--- config.mk ---
export PLATFORM = sky130hd
export DESIGN_NAME = result_display_driver_flat
export DESIGN_NICKNAME = d
export VERILOG_FILES = /design/src/rtl/result_display_driver_if.sv /design/src/rtl/result_display_driver.sv /design/src/flat_wrapper.sv
export SDC_FILE = /design/constraint.sdc
export NUM_CORES = 1
export LEC_CHECK = 0
export CORE_MARGIN = 5
export CORE_UTILIZATION = 25
export DETAILED_ROUTE_END_ITERATION = 12
export DONT_BUFFER_PORTS = 1
export PLACE_DENSITY = 0.49
export SYNTH_ARGS = -nofsm -noshare
export SYNTH_HDL_FRONTEND = slang
export SYNTH_SLANG_ARGS = --single-unit
--- constraint.sdc ---
create_clock -name CLK -period 11.99 [get_ports CLK]
set_input_delay 2.398 -clock CLK [delete_from_list [all_inputs] [get_ports CLK]]
set_output_delay 2.398 -clock CLK [all_outputs]
set_load 0.03 [all_outputs]
--- src/rtl/result_display_driver_if.sv ---
// ---------------------------------------------------------------------------
// result_display_driver_if
//   Bundles the processor-store side and the display side of the
//   result display driver.
//
//   Parameter:
//     DIGITS     number of displayed decimal digits (must match the driver)
//
//   Signals:
//     MemWrite   processor store strobe (high = RD2 is a result to show)
//     RD2        32-bit store data, unsigned
//     Busy       conversion in progress
//     Overflow   displayed value does not fit in DIGITS decimal digits
//     DispValue  binary value currently shown
//     AN         digit enables, active-low, one-hot-low
//     SEG        segments {g,f,e,d,c,b,a}, active-low
//
//   Modports:
//     master     processor/test side (drives MemWrite, RD2)
//     slave      result_display_driver side (drives everything else)
// ---------------------------------------------------------------------------
interface result_display_driver_if #(
  parameter int DIGITS = 4
);
  logic              MemWrite;
  logic [31:0]       RD2;
  logic              Busy;
  logic              Overflow;
  logic [31:0]       DispValue;
  logic [DIGITS-1:0] AN;
  logic [6:0]        SEG;

  modport master (
    output MemWrite,
    output RD2,
    input  Busy,
    input  Overflow,
    input  DispValue,
    input  AN,
    input  SEG
  );

  modport slave (
    input  MemWrite,
    input  RD2,
    output Busy,
    output Overflow,
    output DispValue,
    output AN,
    output SEG
  );
endinterface

--- src/rtl/result_display_driver.sv ---
// ---------------------------------------------------------------------------
// result_display_driver
//   Captures the value stored by the processor (RD2 qualified by MemWrite),
//   converts it to BCD with a sequential double-dabble (one bit per clock)
//   and drives a time-multiplexed, active-low 7-segment display with it.
//   Values that do not fit in DIGITS decimal digits are shown as dashes.
//
//   Parameters:
//     DIGITS       displayed decimal digits (1..8), digit 0 = least significant
//     REFRESH_DIV  clocks each digit stays lit before the scan advances (>=2)
//
//   Ports:
//     CLK          system clock, all state on the rising edge
//     RST          asynchronous, active-high reset
//     bus          result_display_driver_if.slave
//                  (MemWrite, RD2 in; Busy, Overflow, DispValue, AN, SEG out)
//
//   Optional feature macro:
//     LEADING_ZERO_BLANK_EN  when defined, digits above the most significant
//                            nonzero digit are blanked (digit 0 always shows).
// ---------------------------------------------------------------------------
module result_display_driver #(
  parameter int DIGITS      = 4,
  parameter int REFRESH_DIV = 50000
) (
  input logic                    CLK,
  input logic                    RST,
  result_display_driver_if.slave bus
);

  localparam int IDX_W = (DIGITS > 1) ? $clog2(DIGITS) : 1;
  localparam int CNT_W = $clog2(REFRESH_DIV);
  localparam int NIBS  = 10;  // 10 BCD digits cover any 32-bit value

  localparam logic [DIGITS-1:0] AN_RST  = ~(DIGITS'(1));
  localparam logic [6:0]        SEG_DASH  = 7'b0111111;
  localparam logic [6:0]        SEG_BLANK = 7'b1111111;

  typedef enum logic [1:0] {
    IDLE    = 2'd0,
    CONVERT = 2'd1,
    DONE    = 2'd2
  } state_t;

  // Conversion datapath
  state_t              state_q, state_d;
  logic [31:0]         bin_q, bin_d;
  logic [39:0]         bcd_q, bcd_d;
  logic [4:0]          bit_cnt_q, bit_cnt_d;
  logic [31:0]         src_q, src_d;
  logic [31:0]         pend_val_q, pend_val_d;
  logic                pend_vld_q, pend_vld_d;

  // Display state
  logic [DIGITS*4-1:0] digits_q, digits_d;
  logic                ovf_q, ovf_d;
  logic [31:0]         disp_val_q, disp_val_d;

  // Scan state
  logic [CNT_W-1:0]    cnt_q, cnt_d;
  logic [IDX_W-1:0]    idx_q, idx_d;
  logic [DIGITS-1:0]   an_q, an_d;
  logic [6:0]          seg_q, seg_d;

  // Combinational helpers
  logic [35:0]         bcd_adj;
  logic                bcd_high_nz;
  logic [3:0]          nib_sel;
  logic                blank_sel;
  logic [DIGITS-1:0]   blank_mask;

  function automatic logic [6:0] seg_decode(input logic [3:0] nib);
    logic [6:0] s;
    case (nib)
      4'd0:    s = 7'b1000000;
      4'd1:    s = 7'b1111001;
      4'd2:    s = 7'b0100100;
      4'd3:    s = 7'b0110000;
      4'd4:    s = 7'b0011001;
      4'd5:    s = 7'b0010010;
      4'd6:    s = 7'b0000010;
      4'd7:    s = 7'b1111000;
      4'd8:    s = 7'b0000000;
      4'd9:    s = 7'b0010000;
      default: s = SEG_BLANK;
    endcase
    return s;
  endfunction

  // -------------------------------------------------------------------------
  // Double-dabble add-3 correction. The top nibble of a 32-bit value never
  // exceeds 4, so it never needs correcting and only nibbles 0..8 get adders.
  // -------------------------------------------------------------------------
  genvar gi;
  generate
    for (gi = 0; gi < NIBS - 1; gi++) begin : g_adj
      assign bcd_adj[gi*4 +: 4] = (bcd_q[gi*4 +: 4] >= 4'd5) ?
                                  (bcd_q[gi*4 +: 4] + 4'd3) : bcd_q[gi*4 +: 4];
    end
  endgenerate

  // Any nonzero BCD digit above the displayed range means overflow.
  always_comb begin
    bcd_high_nz = 1'b0;
    for (int i = 0; i < NIBS; i++) begin
      if (i >= DIGITS && bcd_q[i*4 +: 4] != 4'd0) begin
        bcd_high_nz = 1'b1;
      end
    end
  end

  // -------------------------------------------------------------------------
  // Conversion FSM: next state and datapath
  // -------------------------------------------------------------------------
  always_comb begin
    state_d    = state_q;
    bin_d      = bin_q;
    bcd_d      = bcd_q;
    bit_cnt_d  = bit_cnt_q;
    src_d      = src_q;
    pend_val_d = pend_val_q;
    pend_vld_d = pend_vld_q;
    digits_d   = digits_q;
    ovf_d      = ovf_q;
    disp_val_d = disp_val_q;

    case (state_q)
      IDLE: begin
        if (bus.MemWrite) begin
          bin_d     = bus.RD2;
          src_d     = bus.RD2;
          bcd_d     = '0;
          bit_cnt_d = '0;
          state_d   = CONVERT;
        end
      end

      CONVERT: begin
        bcd_d     = {bcd_q[38:36], bcd_adj, bin_q[31]};
        bin_d     = {bin_q[30:0], 1'b0};
        bit_cnt_d = bit_cnt_q + 5'd1;
        if (bit_cnt_q == 5'd31) begin
          state_d = DONE;
        end
        // Writes during a conversion wait in the one-deep buffer; newest wins.
        if (bus.MemWrite) begin
          pend_val_d = bus.RD2;
          pend_vld_d = 1'b1;
        end
      end

      DONE: begin
        digits_d   = bcd_q[DIGITS*4-1:0];
        disp_val_d = src_q;
        ovf_d      = bcd_high_nz;
        // A fresh write beats the buffered value; either way the buffer
        // empties because a new conversion starts now.
        if (bus.MemWrite) begin
          bin_d      = bus.RD2;
          src_d      = bus.RD2;
          bcd_d      = '0;
          bit_cnt_d  = '0;
          pend_vld_d = 1'b0;
          state_d    = CONVERT;
        end else if (pend_vld_q) begin
          bin_d      = pend_val_q;
          src_d      = pend_val_q;
          bcd_d      = '0;
          bit_cnt_d  = '0;
          pend_vld_d = 1'b0;
          state_d    = CONVERT;
        end else begin
          state_d    = IDLE;
        end
      end

      default: state_d = IDLE;
    endcase
  end

  // -------------------------------------------------------------------------
  // Scan: refresh counter, digit index and registered AN/SEG. SEG is built
  // from the next index and next display contents so it always matches the
  // digit that AN enables, including on the cycle the display is updated.
  // -------------------------------------------------------------------------
  always_comb begin
    cnt_d = cnt_q + 1'b1;
    idx_d = idx_q;
    if (cnt_q == CNT_W'(REFRESH_DIV - 1)) begin
      cnt_d = '0;
      idx_d = (idx_q == IDX_W'(DIGITS - 1)) ? '0 : idx_q + 1'b1;
    end
  end

  // blank_mask[i] is set when digit i lies above the most significant
  // nonzero digit; digit 0 is never blanked.
  always_comb begin
    blank_mask = '0;
`ifdef LEADING_ZERO_BLANK_EN
    begin
      logic upper_zero;
      upper_zero = 1'b1;
      for (int i = DIGITS - 1; i >= 1; i--) begin
        if (digits_d[i*4 +: 4] != 4'd0) begin
          upper_zero = 1'b0;
        end
        blank_mask[i] = upper_zero;
      end
    end
`endif
  end

  always_comb begin
    an_d      = '1;
    nib_sel   = '0;
    blank_sel = 1'b0;
    for (int i = 0; i < DIGITS; i++) begin
      if (idx_d == IDX_W'(i)) begin
        an_d[i]   = 1'b0;
        nib_sel   = digits_d[i*4 +: 4];
        blank_sel = blank_mask[i];
      end
    end

    if (ovf_d) begin
      seg_d = SEG_DASH;
    end else if (blank_sel) begin
      seg_d = SEG_BLANK;
    end else begin
      seg_d = seg_decode(nib_sel);
    end
  end

  // -------------------------------------------------------------------------
  // State registers
  // -------------------------------------------------------------------------
  always_ff @(posedge CLK or posedge RST) begin
    if (RST) begin
      state_q    <= IDLE;
      bin_q      <= '0;
      bcd_q      <= '0;
      bit_cnt_q  <= '0;
      src_q      <= '0;
      pend_val_q <= '0;
      pend_vld_q <= 1'b0;
      digits_q   <= '0;
      ovf_q      <= 1'b0;
      disp_val_q <= '0;
      cnt_q      <= '0;
      idx_q      <= '0;
      an_q       <= AN_RST;
      seg_q      <= 7'b1000000;
    end else begin
      state_q    <= state_d;
      bin_q      <= bin_d;
      bcd_q      <= bcd_d;
      bit_cnt_q  <= bit_cnt_d;
      src_q      <= src_d;
      pend_val_q <= pend_val_d;
      pend_vld_q <= pend_vld_d;
      digits_q   <= digits_d;
      ovf_q      <= ovf_d;
      disp_val_q <= disp_val_d;
      cnt_q      <= cnt_d;
      idx_q      <= idx_d;
      an_q       <= an_d;
      seg_q      <= seg_d;
    end
  end

  assign bus.Busy      = (state_q != IDLE);
  assign bus.Overflow  = ovf_q;
  assign bus.DispValue = disp_val_q;
  assign bus.AN        = an_q;
  assign bus.SEG       = seg_q;

endmodule

--- src/flat_wrapper.sv ---
// flat-port wrapper written by rule: the top's interface ports become plain ports
module result_display_driver_flat 
#(
  parameter int DIGITS      = 4,
  parameter int REFRESH_DIV = 50000
)
  (CLK, RST, bus_MemWrite, bus_RD2, bus_Busy, bus_Overflow, bus_DispValue, bus_AN, bus_SEG);
  result_display_driver_if #(.DIGITS(DIGITS)) bus_i ();
  input logic CLK;
  input logic RST;
  input wire logic [$bits(bus_i.MemWrite)-1:0] bus_MemWrite;
  input wire logic [$bits(bus_i.RD2)-1:0] bus_RD2;
  output wire logic [$bits(bus_i.Busy)-1:0] bus_Busy;
  output wire logic [$bits(bus_i.Overflow)-1:0] bus_Overflow;
  output wire logic [$bits(bus_i.DispValue)-1:0] bus_DispValue;
  output wire logic [$bits(bus_i.AN)-1:0] bus_AN;
  output wire logic [$bits(bus_i.SEG)-1:0] bus_SEG;
  assign bus_i.MemWrite = bus_MemWrite;
  assign bus_i.RD2 = bus_RD2;
  assign bus_Busy = bus_i.Busy;
  assign bus_Overflow = bus_i.Overflow;
  assign bus_DispValue = bus_i.DispValue;
  assign bus_AN = bus_i.AN;
  assign bus_SEG = bus_i.SEG;
  result_display_driver #(.DIGITS(DIGITS), .REFRESH_DIV(REFRESH_DIV)) u_core (.CLK(CLK), .RST(RST), .bus(bus_i));
endmodule
==> impl_metrics.prom, run 1 <==
# TYPE chip_impl_metric gauge
chip_impl_info{name="status",value="finished, final reports clean"} 1
chip_impl_metric{name="worst_ep_required_time",unit="ps"} 9590
chip_impl_metric{name="path_max_fanout",unit=""} 5
chip_impl_metric{name="power.static_leakage",unit="nW"} 5.52
chip_impl_metric{name="vias_per_cell",unit=""} 4.52
chip_impl_metric{name="timing_hold_violations_final",unit=""} 0
chip_impl_metric{name="yosys_register_bits",unit=""} 222
chip_impl_metric{name="seq_area_frac_synth",unit="%"} 51.1
chip_impl_metric{name="pwr_density_cell",unit="nW/um2"} 204
chip_impl_metric{name="cts-resized-gates",unit=""} 0
chip_impl_metric{name="post_place_instance_area",unit="um2"} 11500
chip_impl_metric{name="holdPathStages",unit=""} 2
chip_impl_metric{name="num_vias",unit=""} 7266
chip_impl_info{name="critical_path.startpoint_type",value="flop"} 1
chip_impl_info{name="cts_tree",value="built"} 1
chip_impl_metric{name="chipWidth",unit="um"} 219
chip_impl_metric{name="fin_crit_sh",unit="%"} 33.4
chip_impl_metric{name="route.detailed.drc",unit=""} 0
chip_impl_metric{name="number_of_global_route_vias_before_repair",unit=""} 7306
chip_impl_metric{name="detail_route.wl_per_cell",unit="um"} 15.1
chip_impl_metric{name="synth_area_per_cell",unit="um2"} 10.6
chip_impl_metric{name="drtIter0Drc",unit=""} 272
chip_impl_metric{name="max_clock_freq",unit="GHz"} 0.250
chip_impl_metric{name="synth_nets",unit=""} 1100
chip_impl_metric{name="layout-area-overhead-vs-synth",unit="%"} 13.6
chip_impl_metric{name="clkLatencyLatePin",unit="ps"} 540
chip_impl_metric{name="grt_start_max_net_pins",unit=""} 106
chip_impl_metric{name="grt_util_all_layers",unit="%"} 10.3
chip_impl_metric{name="worstRegToRegCells",unit=""} 9
chip_impl_metric{name="core.rowCount",unit=""} 76
chip_impl_metric{name="postCtsSetupBuffers",unit=""} 0
chip_impl_metric{name="setup_viol_count_final",unit=""} 0
chip_impl_metric{name="async_reset_ff_share",unit="%"} 100
chip_impl_metric{name="relSlewSlack",unit="%"} 29.0
chip_impl_metric{name="initial_core_util",unit="%"} 25.3
chip_impl_metric{name="syn-cell-area",unit="um2"} 10900
chip_impl_metric{name="setup_tns",unit="ps"} 0
chip_impl_metric{name="finalInstanceArea",unit="um2"} 12400
chip_impl_info{name="cpMostUsedCell",value="sky130_fd_sc_hd__inv_1"} 1
chip_impl_metric{name="critical_path_depth",unit=""} 3
chip_impl_metric{name="layout-drive-gt1-share",unit="%"} 18.5
chip_impl_metric{name="grt_antenna_before_repair",unit=""} 0
chip_impl_metric{name="cp_data_arrival_time",unit="ps"} 1600
chip_impl_metric{name="path_clk_slew",unit="ps"} 60
chip_impl_metric{name="irDropWorstVdd",unit="V"} 0.0000870
chip_impl_info{name="synth-main-ff-cell",value="sky130_fd_sc_hd__dfrtp_1"} 1
chip_impl_metric{name="cts_buffer_depth",unit=""} 3
chip_impl_metric{name="dieArea",unit="um2"} 47800
chip_impl_metric{name="core-area",unit="um2"} 43100
chip_impl_metric{name="clock_sink_count",unit=""} 222
chip_impl_metric{name="synth_enable_flop_cells",unit=""} 0
chip_impl_metric{name="yosys_synthesis_warning_count",unit=""} 0
chip_impl_info{name="timing.setup.critical_path_class",value="reg2out"} 1
chip_impl_info{name="crit_path_cell_trace",value="inv_1, ha_2, inv_1"} 1
chip_impl_info{name="endpoint_kind_of_the_worst_setup_timing_path",value="primary output"} 1
chip_impl_metric{name="gpl.final_weighted_congestion",unit=""} 0.737
chip_impl_info{name="rsz_0062_raised_after_global_routing",value="no"} 1
chip_impl_metric{name="total_wire_length_after_detailed_routing",unit="mm"} 24.4
chip_impl_metric{name="detail-route-antenna-nets",unit=""} 0
chip_impl_info{name="holdCritPathClass",value="reg2reg"} 1
chip_impl_metric{name="ios",unit=""} 80
chip_impl_metric{name="drv.max_cap_violation_count",unit=""} 0
chip_impl_metric{name="cts_inserted_buffers",unit=""} 26
chip_impl_metric{name="final_critical_path_setup_slack",unit="ps"} 7990
chip_impl_metric{name="grt_first_pass_wirelength",unit="mm"} 40.4
chip_impl_metric{name="n_antenna_cell",unit=""} 0
chip_impl_metric{name="worst-path-buf-inv",unit=""} 2
chip_impl_info{name="slowest_stage",value="sky130_fd_sc_hd__dfrtp_1"} 1
chip_impl_metric{name="placement.io_buffers",unit=""} 0
chip_impl_metric{name="cts_max_level",unit=""} 1
chip_impl_metric{name="grt_overflow_total",unit=""} 0
chip_impl_metric{name="nNetsFinal",unit=""} 1076
chip_impl_metric{name="netlist_instances",unit=""} 1028
chip_impl_metric{name="placement.setup.worst_slack",unit="ps"} 7350
chip_impl_metric{name="synth.lib_cells_used.distinct",unit=""} 52
chip_impl_metric{name="critical-path-max-stage-delay",unit="ps"} 410
chip_impl_metric{name="timing.clock.skew",unit="ps"} 16.3
chip_impl_metric{name="post-route-min-period",unit="ps"} 4000
chip_impl_metric{name="tightest_slew",unit="ps"} 1070
chip_impl_metric{name="hpwl",unit="mm"} 14.9
chip_impl_metric{name="hold_bufs_inserted_after_cts",unit=""} 0
chip_impl_info{name="critPathTopFamily",value="buffers and inverters"} 1
chip_impl_metric{name="drt-pass1-iter-count",unit=""} 5
chip_impl_metric{name="die_height",unit="um"} 219
chip_impl_metric{name="timing.final.max_slew_violations",unit=""} 0
chip_impl_info{name="root_buffer",value="sky130_fd_sc_hd__clkbuf_16"} 1
-- power by group --
group          total, W  switching, W  internal (W)
clock          0.000821      0.000324      0.000497
combinational  0.000584      0.000340      0.000244
sequential      0.00112      0.000166      0.000951
-- synth_stat cells, types with 4 or more instances --
cell type	count	area, um2
sky130_fd_sc_hd__nand2_1	156	586
sky130_fd_sc_hd__nand2b_1	11	68.8
sky130_fd_sc_hd__dfrtp_1	218	5460
sky130_fd_sc_hd__buf_1	21	78.8
sky130_fd_sc_hd__nor2_1	32	120
sky130_fd_sc_hd__a22oi_1	31	233
sky130_fd_sc_hd__o21ai_0	149	746
sky130_fd_sc_hd__dfstp_2	4	105
sky130_fd_sc_hd__nand3_1	14	70.1
sky130_fd_sc_hd__mux2_2	112	1260
sky130_fd_sc_hd__nor3_1	6	30.0
sky130_fd_sc_hd__nor3b_1	14	105
sky130_fd_sc_hd__a21oi_1	31	155
sky130_fd_sc_hd__nand4_1	4	25.0
sky130_fd_sc_hd__inv_1	31	116
sky130_fd_sc_hd__o22ai_1	10	62.6
sky130_fd_sc_hd__mux2i_1	43	430
sky130_fd_sc_hd__xor2_1	8	70.1
sky130_fd_sc_hd__clkbuf_1	36	135
sky130_fd_sc_hd__ha_1	37	463
sky130_fd_sc_hd__xnor2_1	16	140
-- final cells by class --
cell class	instances	area (um2)
Multi-Input combinational cell	715	4990
Timing Repair Buffer	7	52.6
Fill cell	4444	30700
Clock buffer	38	787
Sequential cell	222	5560
Clock inverter	10	106
Tap cell	585	732
Inverter	32	133
-- cell usage in the layout, fill, tap and decap left out, types with 2 or more instances in the layout --
cell / count
sky130_fd_sc_hd__clkinv_4: 2
sky130_fd_sc_hd__a22o_1: 2
sky130_fd_sc_hd__nor2_1: 32
sky130_fd_sc_hd__dfstp_2: 4
sky130_fd_sc_hd__xor2_1: 8
sky130_fd_sc_hd__xnor2_1: 16
sky130_fd_sc_hd__ha_1: 34
sky130_fd_sc_hd__mux2i_2: 2
sky130_fd_sc_hd__mux2i_1: 43
sky130_fd_sc_hd__nand4_1: 4
sky130_fd_sc_hd__mux2_2: 112
sky130_fd_sc_hd__nor3_1: 6
sky130_fd_sc_hd__a22oi_1: 31
sky130_fd_sc_hd__buf_4: 7
sky130_fd_sc_hd__nand2b_1: 10
sky130_fd_sc_hd__o21a_1: 2
sky130_fd_sc_hd__o22ai_1: 10
sky130_fd_sc_hd__a311oi_2: 2
sky130_fd_sc_hd__clkbuf_8: 7
sky130_fd_sc_hd__clkbuf_16: 27
sky130_fd_sc_hd__and3_1: 2
sky130_fd_sc_hd__o21ai_0: 149
sky130_fd_sc_hd__clkinv_2: 6
sky130_fd_sc_hd__clkbuf_1: 4
sky130_fd_sc_hd__nand3_1: 14
sky130_fd_sc_hd__nand4b_1: 3
sky130_fd_sc_hd__a21o_1: 3
sky130_fd_sc_hd__bufinv_16: 2
sky130_fd_sc_hd__a21oi_1: 31
sky130_fd_sc_hd__ha_2: 2
sky130_fd_sc_hd__dfrtp_1: 218
sky130_fd_sc_hd__nor4_1: 2
sky130_fd_sc_hd__nand2_1: 155
sky130_fd_sc_hd__nor3b_1: 14
sky130_fd_sc_hd__inv_1: 30
-- worst reg2reg max path, cell delays in order, from the launching register on --
cell	delay [ps]
sky130_fd_sc_hd__dfrtp_1	400
sky130_fd_sc_hd__or4b_4	580
sky130_fd_sc_hd__nor4_4	590
sky130_fd_sc_hd__mux2i_2	560
sky130_fd_sc_hd__clkinv_4	190
sky130_fd_sc_hd__mux2i_2	500
sky130_fd_sc_hd__inv_1	170
sky130_fd_sc_hd__ha_1	260
sky130_fd_sc_hd__or2_2	290
sky130_fd_sc_hd__a31oi_1	150
-- worst paths after layout --
check	startpoint	endpoint	slack [ps]
hold reg to reg	u_core.src_q[15]	u_core.src_q[15]	470
max in group asynchronous	RST	u_core.bcd_q[32]	8110
setup / recovery	u_core.state_q[0]	bus_Busy	7990
min in group asynchronous	RST	u_core.bus.DispValue[25]	1790
setup reg to reg	u_core.cnt_q[10]	u_core.bus.SEG[5]	8220
hold / removal	u_core.src_q[15]	u_core.src_q[15]	470
-- cell families (layout without fill, tap and decap cells) --
group           Yosys count  in the layout  synth area share (%)
flops                   222            222                  51.1
xor+xnor                 24             24                  1.93
fa+ha+maj                37             37                  4.25
compound gates          237            237                  12.2
simple gates            258            258                  11.0
mux                     159            159                  16.1
buf+inv                  91             87                  3.32
-- flip-flops by register name, summed over array words and instances (netlist names), 4 cells and up --
name                  flops
u_core.bit_cnt_q          5
u_core.bus.SEG            7
u_core.src_q             32
u_core.digits_q          16
u_core.cnt_q             16
u_core.bin_q             32
u_core.bcd_q             40
u_core.pend_val_q        32
u_core.bus.DispValue     32
u_core.bus.AN             4
-- per-layer routing --
metal / share of wire (%) / vias up / track usage [%]
met5: 0 / - / 0
met4: 3.1 / 0 / 3.66
met3: 3.9 / 34 / 1.95
met2: 46 / 115 / 17.0
met1: 47 / 3574 / 13.4
li1: - / 3543 / -
-- through the flow --
stage / power (W) / instances / utilization [%] / hold slack [ps]
2_1_floorplan: 0.00157 / 1028 / - / 430
3_3_place_gp: 0.00171 / 1561 / 26.6 / 460
3_5_place_dp: 0.00172 / 1561 / 26.6 / 457
4_1_cts: 0.00257 / 1609 / 28.7 / 479
5_1_grt: 0.00270 / 1609 / 28.7 / 501
6_report: 0.00252 / 1609 / 28.7 / 473
(Power assumes the default switching activity.)
==> inputs of run 2 (changes only) <==
==> constraint.sdc (replaced) <==
create_clock -name CLK -period 3.9 [get_ports CLK]
set_input_delay 0.78 -clock CLK [delete_from_list [all_inputs] [get_ports CLK]]
set_output_delay 0.78 -clock CLK [all_outputs]
set_load 0.03 [all_outputs]
==> run 2 against run 1 <==
Against the previous run: critical path depth grew 6; clock power rose to 3.1 times the previous value; highest routed layer unchanged; die area is the same; cell count grew 0.37%; largest power group unchanged; via count fell by 0.37%; critical path type is now reg2reg.
==> impl_metrics.prom, run 2 (synthesized netlist as in run 1, its figures left out) <==
# TYPE chip_impl_metric gauge
chip_impl_info{name="status",value="finished, final reports clean"} 1
chip_impl_metric{name="core.rowCount",unit=""} 76
chip_impl_metric{name="nNetsFinal",unit=""} 1084
chip_impl_info{name="critical_path.startpoint_type",value="flop"} 1
chip_impl_metric{name="pwr_density_cell",unit="nW/um2"} 623
chip_impl_metric{name="tightest_slew",unit="ps"} 1060
chip_impl_metric{name="clkLatencyLatePin",unit="ps"} 530
chip_impl_metric{name="layout-area-overhead-vs-synth",unit="%"} 14.4
chip_impl_info{name="holdCritPathClass",value="in2async"} 1
chip_impl_metric{name="max_clock_freq",unit="GHz"} 0.293
chip_impl_metric{name="cts_buffer_depth",unit=""} 3
chip_impl_metric{name="power.static_leakage",unit="nW"} 5.56
chip_impl_metric{name="worst_ep_required_time",unit="ps"} 4350
chip_impl_metric{name="hpwl",unit="mm"} 15.5
chip_impl_metric{name="total_wire_length_after_detailed_routing",unit="mm"} 24.3
chip_impl_metric{name="grt_overflow_total",unit=""} 0
chip_impl_metric{name="drtIter0Drc",unit=""} 398
chip_impl_metric{name="timing.final.max_slew_violations",unit=""} 0
chip_impl_metric{name="initial_core_util",unit="%"} 25.3
chip_impl_metric{name="cts-resized-gates",unit=""} 0
chip_impl_metric{name="detail_route.wl_per_cell",unit="um"} 15.1
chip_impl_metric{name="final_cell_count_no_fill",unit=""} 1615
chip_impl_metric{name="ios",unit=""} 80
chip_impl_metric{name="setup_tns",unit="ps"} 0
chip_impl_metric{name="final_critical_path_setup_slack",unit="ps"} 493
chip_impl_metric{name="finalInstanceArea",unit="um2"} 12400
chip_impl_metric{name="irDropWorstVdd",unit="V"} 0.000273
chip_impl_metric{name="grt_antenna_before_repair",unit=""} 0
chip_impl_metric{name="cts_inserted_buffers",unit=""} 27
chip_impl_metric{name="grt_first_pass_wirelength",unit="mm"} 40.4
chip_impl_info{name="mostFrequentLayoutCell",value="sky130_fd_sc_hd__dfrtp_1"} 1
chip_impl_metric{name="chipWidth",unit="um"} 219
chip_impl_metric{name="placement.setup.worst_slack",unit="ps"} 456
chip_impl_metric{name="vias_per_cell",unit=""} 4.48
chip_impl_metric{name="timing.clock.skew",unit="ps"} 9.53
chip_impl_metric{name="setup_viol_count_final",unit=""} 0
chip_impl_metric{name="postCtsSetupBuffers",unit=""} 0
chip_impl_metric{name="relSlewSlack",unit="%"} 29.0
chip_impl_info{name="largest_register",value="u_core.bcd_q"} 1
chip_impl_metric{name="route.detailed.drc",unit=""} 0
chip_impl_metric{name="die_height",unit="um"} 219
chip_impl_metric{name="hold_bufs_inserted_after_cts",unit=""} 0
chip_impl_metric{name="post-route-min-period",unit="ps"} 3410
chip_impl_metric{name="num_vias",unit=""} 7239
chip_impl_metric{name="cp_data_arrival_time",unit="ps"} 3860
chip_impl_metric{name="path_max_fanout",unit=""} 8
chip_impl_metric{name="n_antenna_cell",unit=""} 0
chip_impl_metric{name="largest_register_ffs",unit=""} 40
chip_impl_metric{name="worstRegToRegCells",unit=""} 9
chip_impl_metric{name="placement.io_buffers",unit=""} 0
chip_impl_info{name="root_buffer",value="sky130_fd_sc_hd__clkbuf_16"} 1
chip_impl_metric{name="detail-route-antenna-nets",unit=""} 0
chip_impl_info{name="mostFrequentLayoutCells",value="218 x sky130_fd_sc_hd__dfrtp_1, 155 x sky130_fd_sc_hd__nand2_1, 149 x sky130_fd_sc_hd__o21ai_0"} 1
chip_impl_metric{name="timing_hold_violations_final",unit=""} 0
chip_impl_metric{name="grt_util_all_layers",unit="%"} 10.2
chip_impl_metric{name="dieArea",unit="um2"} 47800
chip_impl_metric{name="gpl.final_weighted_congestion",unit=""} 0.745
chip_impl_metric{name="placedCellCount",unit=""} 1568
chip_impl_metric{name="path_clk_slew",unit="ps"} 60
chip_impl_metric{name="number_of_global_route_vias_before_repair",unit=""} 7487
chip_impl_metric{name="drt-pass1-iter-count",unit=""} 4
chip_impl_metric{name="cts_max_level",unit=""} 1
chip_impl_metric{name="fillCellCount",unit=""} 4437
chip_impl_info{name="endpoint_kind_of_the_worst_setup_timing_path",value="flop"} 1
chip_impl_info{name="cts_tree",value="built"} 1
chip_impl_metric{name="drv.max_cap_violation_count",unit=""} 0
chip_impl_info{name="timing.setup.critical_path_class",value="reg2reg"} 1
chip_impl_metric{name="grt_start_max_net_pins",unit=""} 79
chip_impl_metric{name="fin_crit_sh",unit="%"} 87.4
chip_impl_info{name="rsz_0062_raised_after_global_routing",value="no"} 1
chip_impl_metric{name="post_place_instance_area",unit="um2"} 11500
chip_impl_metric{name="core-area",unit="um2"} 43100
chip_impl_metric{name="layout-drive-gt1-share",unit="%"} 18.9
chip_impl_metric{name="clock_sink_count",unit=""} 222
chip_impl_metric{name="fin_hold_ws",unit="ps"} 294
-- run 2: cell count changes in the layout (fill, tap and decap cells not counted), sizes merged --
| cell | delta |
|---|---|
| buf | +7 |
| clkbuf | +1 |
| clkinv | -2 |
| clkinvlp | +1 |
| inv | -1 |
-- run 2: critical path: stages, from the launching register on --
cell	delay, ps
sky130_fd_sc_hd__dfrtp_1	400
sky130_fd_sc_hd__or4b_4	580
sky130_fd_sc_hd__nor4_4	370
sky130_fd_sc_hd__mux2i_2	480
sky130_fd_sc_hd__clkinv_4	170
sky130_fd_sc_hd__mux2i_2	470
sky130_fd_sc_hd__inv_1	160
sky130_fd_sc_hd__ha_1	250
sky130_fd_sc_hd__or2_2	290
sky130_fd_sc_hd__a31oi_1	150
-- run 2: where the power goes --
part / switching (W) / total, W / internal (W)
registers: 0.000497 / 0.00342 / 0.00292
logic: 0.00105 / 0.00181 / 0.000760
clock network: 0.000981 / 0.00253 / 0.00155
-- run 2: path summary, 6_finish.rpt --
| kind | startpoint | to | slack, ps |
|---|---|---|---|
| max | u_core.cnt_q[10] | u_core.bus.SEG[5] | 490 |
| min | RST | u_core.src_q[13] | 290 |
| max reg2reg | u_core.cnt_q[10] | u_core.bus.SEG[5] | 490 |
| min reg2reg | u_core.src_q[20] | u_core.src_q[20] | 470 |
| max in group asynchronous | RST | u_core.pend_val_q[1] | 2720 |
| min in group CLK | bus_MemWrite | u_core.pend_vld_q | 380 |
-- run 2: final cells by class --
class                   instances  area [um2]  area share [%]
clock buffers                  39         801            6.43
clock inverters                 8         100           0.804
inverters                      32         129            1.04
multi-input cells             715        4990            40.1
flip-flops and latches        222        5560            44.7
well taps                     585         732            5.88
repair buffers                 14         130            1.05
-- run 2: layer usage --
metal	routed length (um)	global-route usage, %	vias up
met3	991	2.19	30
met1	11400	13.1	3572
li1	-	-	3561
met5	0	0	-
met4	451	2.72	0
met2	11500	17.7	76
-- run 2: through the flow --
step,util [%],total power (W)
global route,28.9,0.00832
detailed placement,26.8,0.00533
global placement,26.8,0.00529
finish,28.9,0.00776
CTS,28.9,0.00793
floorplan,-,0.00481
==> inputs of run 3 (changes only) <==
--- a/config.mk
+++ b/config.mk
@@ -6,10 +6,10 @@
 export NUM_CORES = 1
 export LEC_CHECK = 0
 export CORE_MARGIN = 5
-export CORE_UTILIZATION = 25
+export CORE_UTILIZATION = 30
 export DETAILED_ROUTE_END_ITERATION = 12
 export DONT_BUFFER_PORTS = 1
-export PLACE_DENSITY = 0.49
+export PLACE_DENSITY = 0.55
 export SYNTH_ARGS = -nofsm -noshare
 export SYNTH_HDL_FRONTEND = slang
 export SYNTH_SLANG_ARGS = --single-unit
==> run 3 against run 2 <==
Against the previous run: worst setup slack got worse by 40 ps; die area fell by 16%; sequential share of layout area rose by 0.56 points; wire length fell by 6.0%; core utilization rose by 5.6 points; fmax fell by 1.1%; critical path type unchanged; largest cell class unchanged.
==> impl_metrics.prom, run 3 (synthesized netlist as in run 1, its figures left out) <==
# TYPE chip_impl_metric gauge
chip_impl_metric{name="nNetsFinal",unit=""} 1082
chip_impl_metric{name="route.detailed.drc",unit=""} 0
chip_impl_metric{name="grt_overflow_total",unit=""} 0
chip_impl_metric{name="irDropWorstVdd",unit="V"} 0.000288
chip_impl_info{name="worstReg2RegEnd",value="u_core.bus.SEG[5]"} 1
chip_impl_metric{name="path_max_fanout",unit=""} 8
chip_impl_metric{name="detail-route-antenna-nets",unit=""} 0
chip_impl_metric{name="cts_inserted_buffers",unit=""} 26
chip_impl_metric{name="final_cell_count_no_fill",unit=""} 1490
chip_impl_metric{name="post-route-min-period",unit="ps"} 3450
chip_impl_metric{name="fin_crit_sh",unit="%"} 88.4
chip_impl_metric{name="grt_start_max_net_pins",unit=""} 86
chip_impl_metric{name="cts-resized-gates",unit=""} 0
chip_impl_info{name="mostFrequentLayoutCells",value="218 x sky130_fd_sc_hd__dfrtp_1, 155 x sky130_fd_sc_hd__nand2_1, 149 x sky130_fd_sc_hd__o21ai_0"} 1
chip_impl_metric{name="clock_sink_count",unit=""} 222
chip_impl_metric{name="number_of_global_route_vias_before_repair",unit=""} 7203
chip_impl_metric{name="setup_viol_count_final",unit=""} 0
chip_impl_metric{name="n_antenna_cell",unit=""} 0
chip_impl_info{name="holdCritPathClass",value="in2async"} 1
chip_impl_metric{name="timing.final.max_slew_violations",unit=""} 0
chip_impl_metric{name="grt_util_all_layers",unit="%"} 11.2
chip_impl_info{name="cts_tree",value="built"} 1
chip_impl_metric{name="hpwl",unit="mm"} 14.4
chip_impl_metric{name="total_wire_length_after_detailed_routing",unit="mm"} 22.9
chip_impl_info{name="status",value="finished, final reports clean"} 1
chip_impl_info{name="endpoint_kind_of_the_worst_setup_timing_path",value="flop"} 1
chip_impl_metric{name="drt-pass1-iter-count",unit=""} 4
chip_impl_metric{name="pwr_density_cell",unit="nW/um2"} 633
chip_impl_metric{name="cts_buffer_depth",unit=""} 3
chip_impl_metric{name="path_clk_slew",unit="ps"} 60
chip_impl_metric{name="layout-drive-gt1-share",unit="%"} 18.4
chip_impl_metric{name="postCtsSetupBuffers",unit=""} 0
chip_impl_metric{name="layout-area-overhead-vs-synth",unit="%"} 13.0
chip_impl_metric{name="die_height",unit="um"} 200
chip_impl_metric{name="cts_max_level",unit=""} 1
chip_impl_metric{name="max_clock_freq",unit="GHz"} 0.290
chip_impl_metric{name="fin_hold_ws",unit="ps"} 182
chip_impl_metric{name="detail_route.wl_per_cell",unit="um"} 15.4
chip_impl_metric{name="power.static_leakage",unit="nW"} 5.55
chip_impl_info{name="timing.setup.critical_path_class",value="reg2reg"} 1
chip_impl_metric{name="final-seq-area",unit="um2"} 5560
chip_impl_metric{name="multi_input_area",unit="um2"} 4990
chip_impl_metric{name="chipWidth",unit="um"} 200
chip_impl_metric{name="routed_length_on_met2",unit="mm"} 10.9
chip_impl_metric{name="placement.io_buffers",unit=""} 0
chip_impl_info{name="timing.rr.start",value="u_core.cnt_q[10]"} 1
chip_impl_metric{name="clkLatencyLatePin",unit="ps"} 530
chip_impl_metric{name="timing.clock.skew",unit="ps"} 12.3
chip_impl_info{name="rsz_0062_raised_after_global_routing",value="no"} 1
chip_impl_info{name="root_buffer",value="sky130_fd_sc_hd__clkbuf_16"} 1
chip_impl_metric{name="met3_wl_post_dr",unit="um"} 919
chip_impl_info{name="highest_layer",value="met4"} 1
chip_impl_metric{name="timing_hold_violations_final",unit=""} 0
chip_impl_metric{name="drtIter0Drc",unit=""} 251
chip_impl_info{name="critical_path.startpoint_type",value="flop"} 1
chip_impl_metric{name="core.rowCount",unit=""} 69
chip_impl_metric{name="setup_tns",unit="ps"} 0
chip_impl_metric{name="worstRegToRegCells",unit=""} 9
chip_impl_metric{name="num_vias",unit=""} 7212
chip_impl_metric{name="vias_per_cell",unit=""} 4.84
chip_impl_metric{name="largest_register_ffs",unit=""} 40
chip_impl_metric{name="r2r_setup_slack",unit="ps"} 450
chip_impl_metric{name="core-area",unit="um2"} 35700
chip_impl_metric{name="totalPowerFinal",unit="W"} 0.00778
chip_impl_metric{name="fillCellCount",unit=""} 3571
chip_impl_info{name="mostFrequentLayoutCell",value="sky130_fd_sc_hd__dfrtp_1"} 1
chip_impl_info{name="largest_register",value="u_core.bcd_q"} 1
chip_impl_metric{name="grt_first_pass_wirelength",unit="mm"} 38.4
chip_impl_metric{name="relSlewSlack",unit="%"} 31.4
chip_impl_metric{name="worst_ep_required_time",unit="ps"} 4350
chip_impl_metric{name="cp_data_arrival_time",unit="ps"} 3900
chip_impl_metric{name="initial_core_util",unit="%"} 30.5
chip_impl_metric{name="placedCellCount",unit=""} 1443
chip_impl_metric{name="ios",unit=""} 80
chip_impl_metric{name="hold_bufs_inserted_after_cts",unit=""} 0
chip_impl_metric{name="tightest_slew",unit="ps"} 1030
chip_impl_metric{name="grt_antenna_before_repair",unit=""} 0
chip_impl_metric{name="dieArea",unit="um2"} 40200
chip_impl_metric{name="gpl.final_weighted_congestion",unit=""} 0.735
chip_impl_metric{name="detail_route.wirelength.met1",unit="mm"} 10.6
chip_impl_metric{name="drv.max_cap_violation_count",unit=""} 0
[run 3: how the worst max path moves through the flow]
stage	to	slack [ps]	from
after floorplan	u_core.bcd_q[0]	230	RST
after global placement	u_core.bus.SEG[5]	460	u_core.cnt_q[10]
after detailed placement	u_core.bus.SEG[5]	420	u_core.cnt_q[10]
after CTS	u_core.bus.SEG[5]	390	u_core.cnt_q[10]
after global routing	u_core.bus.SEG[5]	180	u_core.cnt_q[10]
final	u_core.bus.SEG[5]	450	u_core.cnt_q[10]
[run 3: critical path, stage by stage, from the launching register on]
cell and delay (ps):
sky130_fd_sc_hd__dfrtp_1 400, sky130_fd_sc_hd__or4b_4 580, sky130_fd_sc_hd__nor4_4 390, sky130_fd_sc_hd__mux2i_2 490, sky130_fd_sc_hd__clkinv_4 170, sky130_fd_sc_hd__mux2i_2 470
sky130_fd_sc_hd__inv_1 160, sky130_fd_sc_hd__ha_1 260, sky130_fd_sc_hd__or2_2 290, sky130_fd_sc_hd__a31oi_1 150
[run 3: per-stage QoR]
stage          instance area (um2)  setup WS (ps)  util [%]
6_report                     12300            453      34.5
5_1_grt                      12300            178      34.5
4_1_cts                      12300            389      34.5
3_5_place_dp                 11400            424      32.0
3_3_place_gp                 11400            461      32.0
2_1_floorplan                10900            227         -
[run 3: power breakdown]
group	leakage [nW]	switching (W)	internal (W)
registers	2.86	0.000492	0.00292
clock network	0.429	0.000973	0.00158
logic	2.26	0.00104	0.000778
[run 3: final cells by class]
| type | count | share of cell area, % |
|---|---|---|
| clock buffers | 38 | 5.99 |
| clock inverters | 9 | 1.30 |
| inverters | 32 | 1.05 |
| multi-input cells | 715 | 40.6 |
| flip-flops and latches | 222 | 45.2 |
| well taps | 461 | 4.69 |
| repair buffers | 13 | 1.10 |
[run 3: routing by layer]
layer / GRT usage [%] / vias to the layer above
li1: - / 3553
met1: 14.5 / 3548
met2: 18.9 / 78
met3: 2.49 / 33
met4: 3.39 / 0
met5: 0 / -
